## src/rtl/clap_sequence_detector_if.sv

```systemverilog
// Sample-side and event-side signals of the clap sequence detector.
// master drives the samples and the abort; slave is the detector itself.
interface clap_sequence_detector_if #(
   parameter int unsigned AMP_W     = 9,
   parameter int unsigned MAX_CLAPS = 4
);
   localparam int unsigned CNT_W = $clog2(MAX_CLAPS + 1);

   logic [AMP_W-1:0] amplitude_i;
   logic             clear_i;
   logic             clap_pulse_o;
   logic             seq_done_o;
   logic [CNT_W-1:0] seq_count_o;
   logic [AMP_W-1:0] level_o;

   modport master (
      output amplitude_i, clear_i,
      input  clap_pulse_o, seq_done_o, seq_count_o, level_o
   );

   modport slave (
      input  amplitude_i, clear_i,
      output clap_pulse_o, seq_done_o, seq_count_o, level_o
   );
endinterface

```

## src/rtl/clap_sequence_detector.sv

```systemverilog
// Clap detector: offset from mid-scale, threshold + rising edge, holdoff
// rate limit, and grouping of claps into sequences closed by a silence window.
module clap_sequence_detector #(
   parameter int unsigned AMP_W     = 9,
   parameter int unsigned AMP_THR   = 8,
   parameter int unsigned HOLDOFF   = 300_000,
   parameter int unsigned WINDOW    = 3_000_000,
   parameter int unsigned MAX_CLAPS = 4
) (
   input  logic                      M_CLK,
   input  logic                      rst_i,
   clap_sequence_detector_if.slave   bus
);
   localparam int unsigned CENTER = 1 << (AMP_W - 1);
   localparam int unsigned CNT_W  = $clog2(MAX_CLAPS + 1);
   localparam int unsigned HOLD_W = $clog2(HOLDOFF + 1);
   localparam int unsigned GAP_W  = $clog2(WINDOW + 1);

   typedef enum logic {IDLE, COUNTING} state_t;

   state_t           state_q, state_d;
   logic [CNT_W-1:0] count_q, count_d;
   logic [GAP_W-1:0] gap_q, gap_d;
   logic [CNT_W-1:0] seq_count_q, seq_count_d;
   logic             clap_pulse_q, clap_pulse_d;
   logic             seq_done_q, seq_done_d;
   logic [HOLD_W-1:0] hold_q, hold_d;
   logic [AMP_W-1:0] level_q, level_c;
   logic [AMP_W:0]   diff_c;
   logic             on_clap_q, on_clap_prev_q;
   logic             edge_c, accept_c;

   // Distance from mid-scale; the widened subtraction keeps the sign bit.
   assign diff_c  = {1'b0, bus.amplitude_i} - (AMP_W+1)'(CENTER);
   assign level_c = diff_c[AMP_W] ? AMP_W'((AMP_W+1)'(0) - diff_c)
                                  : diff_c[AMP_W-1:0];

   assign edge_c   = on_clap_q & ~on_clap_prev_q;
   // An abort in the same cycle swallows the clap and leaves holdoff alone.
   assign accept_c = edge_c && (hold_q == HOLD_W'(HOLDOFF)) && !bus.clear_i;

   always_comb begin
      hold_d = hold_q;
      if (accept_c)
         hold_d = '0;
      else if (hold_q != HOLD_W'(HOLDOFF))
         hold_d = hold_q + HOLD_W'(1);
   end

   always_ff @(posedge M_CLK or posedge rst_i) begin
      if (rst_i) begin
         level_q        <= '0;
         on_clap_q      <= 1'b0;
         on_clap_prev_q <= 1'b0;
         hold_q         <= HOLD_W'(HOLDOFF);
      end else begin
         level_q        <= level_c;
         on_clap_q      <= (level_q > AMP_W'(AMP_THR));
         on_clap_prev_q <= on_clap_q;
         hold_q         <= hold_d;
      end
   end

   always_ff @(posedge M_CLK or posedge rst_i) begin
      if (rst_i) begin
         state_q      <= IDLE;
         count_q      <= '0;
         gap_q        <= '0;
         seq_count_q  <= '0;
         clap_pulse_q <= 1'b0;
         seq_done_q   <= 1'b0;
      end else begin
         state_q      <= state_d;
         count_q      <= count_d;
         gap_q        <= gap_d;
         seq_count_q  <= seq_count_d;
         clap_pulse_q <= clap_pulse_d;
         seq_done_q   <= seq_done_d;
      end
   end

   // Sequence grouping; a clap landing on the window expiry extends the sequence.
   always_comb begin
      state_d      = state_q;
      count_d      = count_q;
      gap_d        = gap_q;
      seq_count_d  = seq_count_q;
      clap_pulse_d = 1'b0;
      seq_done_d   = 1'b0;
      if (bus.clear_i) begin
         state_d = IDLE;
         count_d = '0;
         gap_d   = '0;
      end else begin
         case (state_q)
            IDLE: begin
               if (accept_c) begin
                  clap_pulse_d = 1'b1;
                  state_d      = COUNTING;
                  count_d      = CNT_W'(1);
                  gap_d        = '0;
               end
            end
            COUNTING: begin
               if (accept_c) begin
                  clap_pulse_d = 1'b1;
                  gap_d        = '0;
                  if (count_q + CNT_W'(1) == CNT_W'(MAX_CLAPS)) begin
                     seq_done_d  = 1'b1;
                     seq_count_d = CNT_W'(MAX_CLAPS);
                     state_d     = IDLE;
                     count_d     = '0;
                  end else begin
                     count_d = count_q + CNT_W'(1);
                  end
               end else if (gap_q == GAP_W'(WINDOW - 1)) begin
                  seq_done_d  = 1'b1;
                  seq_count_d = count_q;
                  state_d     = IDLE;
                  count_d     = '0;
                  gap_d       = '0;
               end else begin
                  gap_d = gap_q + GAP_W'(1);
               end
            end
            default: state_d = IDLE;
         endcase
      end
   end

   assign bus.level_o      = level_q;
   assign bus.clap_pulse_o = clap_pulse_q;
   assign bus.seq_done_o   = seq_done_q;
   assign bus.seq_count_o  = seq_count_q;
endmodule

```

## src/flat_wrapper.sv

```systemverilog
// flat-port wrapper written by rule: the top's interface ports become plain ports
module clap_sequence_detector_flat 
#(
   parameter int unsigned AMP_W     = 9,
   parameter int unsigned AMP_THR   = 8,
   parameter int unsigned HOLDOFF   = 300_000,
   parameter int unsigned WINDOW    = 3_000_000,
   parameter int unsigned MAX_CLAPS = 4
)
  (M_CLK, rst_i, bus_amplitude_i, bus_clear_i, bus_clap_pulse_o, bus_seq_done_o, bus_seq_count_o, bus_level_o);
  clap_sequence_detector_if #(.AMP_W(AMP_W), .MAX_CLAPS(MAX_CLAPS)) bus_i ();
  input  logic M_CLK;
  input  logic rst_i;
  input wire logic [$bits(bus_i.amplitude_i)-1:0] bus_amplitude_i;
  input wire logic [$bits(bus_i.clear_i)-1:0] bus_clear_i;
  output wire logic [$bits(bus_i.clap_pulse_o)-1:0] bus_clap_pulse_o;
  output wire logic [$bits(bus_i.seq_done_o)-1:0] bus_seq_done_o;
  output wire logic [$bits(bus_i.seq_count_o)-1:0] bus_seq_count_o;
  output wire logic [$bits(bus_i.level_o)-1:0] bus_level_o;
  assign bus_i.amplitude_i = bus_amplitude_i;
  assign bus_i.clear_i = bus_clear_i;
  assign bus_clap_pulse_o = bus_i.clap_pulse_o;
  assign bus_seq_done_o = bus_i.seq_done_o;
  assign bus_seq_count_o = bus_i.seq_count_o;
  assign bus_level_o = bus_i.level_o;
  clap_sequence_detector #(.AMP_W(AMP_W), .AMP_THR(AMP_THR), .HOLDOFF(HOLDOFF), .WINDOW(WINDOW), .MAX_CLAPS(MAX_CLAPS)) u_core (.M_CLK(M_CLK), .rst_i(rst_i), .bus(bus_i));
endmodule
```

## config.mk

```make
export PLATFORM = sky130hd
export DESIGN_NAME = clap_sequence_detector_flat
export DESIGN_NICKNAME = d
export VERILOG_FILES = /design/src/rtl/clap_sequence_detector_if.sv /design/src/rtl/clap_sequence_detector.sv /design/src/flat_wrapper.sv
export SDC_FILE = /design/constraint.sdc
export NUM_CORES = 1
export LEC_CHECK = 0
export CORE_AREA = 2 2 80 82
export DETAILED_ROUTE_END_ITERATION = 8
export DIE_AREA = 0 0 82 84
export PLACE_DENSITY = 0.83
export RECOVER_POWER = 25
export SYNTH_ARGS = -nofsm -noshare
export SYNTH_HDL_FRONTEND = slang
export SYNTH_SLANG_ARGS = --single-unit
```

## constraint.sdc

```tcl
create_clock -name M_CLK -period 2.17 [get_ports M_CLK]
set_clock_uncertainty 0.15 [all_clocks]
set_input_delay 0.651 -clock M_CLK [delete_from_list [all_inputs] [get_ports M_CLK]]
set_output_delay 0.651 -clock M_CLK [all_outputs]
set_load 0.005 [all_outputs]
```

==> results.md <==
* Yosys cell types at 47
* Vias per std cell at 5.52
* CTS root buffer: clkbuf_8
* Drt first-iter violations at 115
* Area of the multi-input gates at 1590 um^2
* VDD IR max at 0.000506 V
* Final hold vios at 0
* Ys async rst share at 100%
* IO Pins at 26
* Seq/Total Area, Yosys at 50.6%
* Crit path max-delay family: simple AND/OR/NAND/NOR gates
* Ys Warns at 0
* Leakage power at 1.80 nW
* Largest net degree at the start of global routing at 62
* Post-synth top flop: dfrtp_1
* Status: finished, violations left
* Crit path DAT at 2480 ps
* Post-Synthesis Cells at 301
* Bufs on Longest Clock Path at 2
* HP Class: flip-flop to flip-flop
* DRT Pass-1 Iters at 5
* CP max stage delay at 400 ps
* Switch Pwr at 0.543 mW
* Hold WS at 296 ps
* Initial Util at 49.8%
* Vias at 2570
* WL final at 7400 um
* Max-slew headroom at 46.9%
* TritonCTS clock tree: yes
* Crit path time final at 2390 ps
* Final slew viol count at 0
* Most frequent cells in the layout: dfrtp_1 (53), buf_4 (47), nor2_1 (39)
* RePlAce Congestion at 0.811
* Drt drc at 0
* Wirelength per Cell at 15.9 um
* Final Net Count at 402
* Final antenna-violating net count at 0
* Logic pwr share at 6.4%
* Crit-path cells: inv_2 > ha_4 > nor4b_4 > buf_4 > nand3_2 > nor3_4 > mux2i_1 > nor2_2 > mux2_4
* Vias in the first global route at 2574
* Die ar. at 6890 um^2
* FF+latch count, synth at 61
* Failing checks: negative setup slack
* Reg power frac at 49.4%
* Final setup viols at 24
* Area after DPL at 3730 um^2
* Commonest non-fill, non-tap cell in the layout: dfrtp_1
* Worst-Margin Slew at 797 ps
* Power Dens Cells at 567 nW/um^2
* Post-route cell area at 4170 um^2
* Critical path class: flip-flop to flip-flop
* Maximum fanout along the worst path at 2
* Layout cell share with drive strength beyond 1 at 29.0%
* Post-CTS Hold Buffers at 0
* Required time of the critical path at 2250 ps
* Setup WS post-layout at -222 ps
* Initial antenna violation count at 0
* CTS sink count at 61
* Switch share at 22.9%
* Clock Latency Late Sink at 350 ps
* Fmax at 0.418 GHz
* Register area at 1540 um^2
* Internal at 1.82 mW
* Area growth syn-to-layout at 37.4%
* Worst path bufs/invs at 2
* Horiz. Die Dim at 82 um
* CP Capture Type: flip-flop
* Worst path slowest cell: dfrtp_1
* CTS H-tree depth at 3
* Clk slew on worst S/H paths at 70 ps
* Height of the die at 84 um
* Startpoint types: flip-flop
* Syn_area_per_cell at 10.1 um^2
* RSZ-0062 raised after global routing: true
* GRT overflow at 0
* Max-cap violations at 0
* Post-synth EDFFs at 0
* N_diodes at 0
* Clk pwr share at 44.2%
* CTS Buf Count at 9
* I/O Buffers at 25
* Rows at 29
* Mapped cell area at 3040 um^2
* Total power at 2.37 mW
* GRT Overall Usage at 22.4%
* Number of fill cells at 441
* DP Wirelength at 4630 um
* Core area at 6100 um^2
* Period utilisation layout at 110%
* Net Count, Synth at 319
* Global-route wire length before repair at 11600 um
## state kept, by name (all words and copies together) (netlist names)
| name | flops |
|---|---|
| u_core.bus.clap_pulse_o | 1 |
| u_core.bus.level_o | 9 |
| u_core.bus.seq_count_o | 3 |
| u_core.bus.seq_done_o | 1 |
| u_core.count_q | 3 |
| u_core.gap_q | 22 |
| u_core.hold_q | 19 |
| u_core.on_clap_prev_q | 1 |
| u_core.on_clap_q | 1 |
| u_core.state_q | 1 |
## path summary, 6_finish.rpt
kind | slack (ps) | from | to | cells past startpoint
min reg2reg | 300 | u_core.on_clap_q$_DFF_PP0_ | u_core.on_clap_prev_q$_DFF_PP0_ | 0
max | -220 | u_core.hold_q[0]$_DFFE_PP0P_ | u_core.bus.seq_count_o[2]$_DFFE_PP0P_ | 9
max in group asynchronous | 440 | rst_i | u_core.gap_q[17]$_DFFE_PP0P_ | 3
max reg2reg | -220 | u_core.hold_q[0]$_DFFE_PP0P_ | u_core.bus.seq_count_o[2]$_DFFE_PP0P_ | 9
min | 300 | u_core.on_clap_q$_DFF_PP0_ | u_core.on_clap_prev_q$_DFF_PP0_ | 0
min in group asynchronous | 910 | rst_i | u_core.gap_q[3]$_DFFE_PP0P_ | 3
## power by group through the flow
stage                     logic [mW]  clock network, mW  registers [mW]
after floorplan               0.0623                  0            1.19
after global placement         0.144                  0            1.19
after detailed placement       0.147                  0            1.19
after CTS                      0.149               1.05            1.17
after global routing           0.168               1.11            1.17
final                          0.152               1.05            1.17
## timing repair
action / in CTS / in global routing
buffers inserted: 4 / 3
pin swaps: 7 / 22
resized for setup: 16 / 27
setup endpoints to repair: 25 / 29
## synthesized netlist by cell type, types with 2 or more instances
cell type / count / share of area [%]
nor2b_1: 2 / 0.41
buf_4: 2 / 0.49
a21o_1: 2 / 0.49
clkbuf_1: 4 / 0.49
and3_1: 5 / 1.0
o21ai_0: 2 / 0.33
xor2_1: 27 / 7.8
nand2_1: 26 / 3.2
mux2i_1: 5 / 1.6
inv_1: 13 / 1.6
mux2_2: 3 / 1.1
nor3b_1: 4 / 0.99
nor3_1: 8 / 1.3
nand2b_1: 3 / 0.62
nor4_1: 3 / 0.62
o31ai_1: 3 / 0.74
nand4_1: 14 / 2.9
o21a_1: 2 / 0.49
dfrtp_1: 53 / 44
and4_1: 2 / 0.58
xnor2_1: 12 / 3.5
a21oi_1: 5 / 0.82
or3_1: 3 / 0.62
o22ai_1: 3 / 0.62
and2_1: 3 / 0.62
dfstp_2: 8 / 6.9
nor2_1: 40 / 4.9
ha_1: 6 / 2.5
nand3_1: 19 / 3.1
nor4bb_1: 2 / 0.66
## through the flow
stage	std cells	worst slack (ps)	TNS (ps)	utilization, %
floorplan	301	-1.57	-1.57	-
global placement	443	-502	-6770	61.1
detailed placement	443	-547	-7860	61.1
CTS	463	-52.9	-174	66.2
global route	466	-281	-4750	68.4
finish	466	-222	-2590	68.4
## final cells by class
cell class              instances  area share [%]
clock buffers                  12            3.72
repair buffers                 80            16.6
clock inverters                 4            1.14
flip-flops and latches         61            36.8
multi-input cells             219            38.1
well taps                      77            2.31
inverters                      13            1.26
## logic make-up (layout without fill, tap and decap cells)
family / Yosys count / count (layout) / synth area share [%]
muxes: 8 / 8 / 2.76
xor gates and xnor gates: 39 / 39 / 11.2
DFF: 61 / 61 / 50.6
AOI/OAI and AO/OA: 23 / 23 / 5.19
and+or+nand+nor: 143 / 143 / 24.6
buffers and inverters: 21 / 109 / 3.13
adders and majority gates: 6 / 6 / 2.47
## metal layers
metal | part of all wire, % | vias to the layer above | global-route usage (%)
met1 | 39 | 1282 | 25.0
met5 | 0 | - | 0
met2 | 55 | 64 | 39.0
li1 | - | 1210 | -
met3 | 3.9 | 14 | 5.52
met4 | 2.5 | 0 | 10.3
No activity file was read; power rests on OpenSTA's default activity.
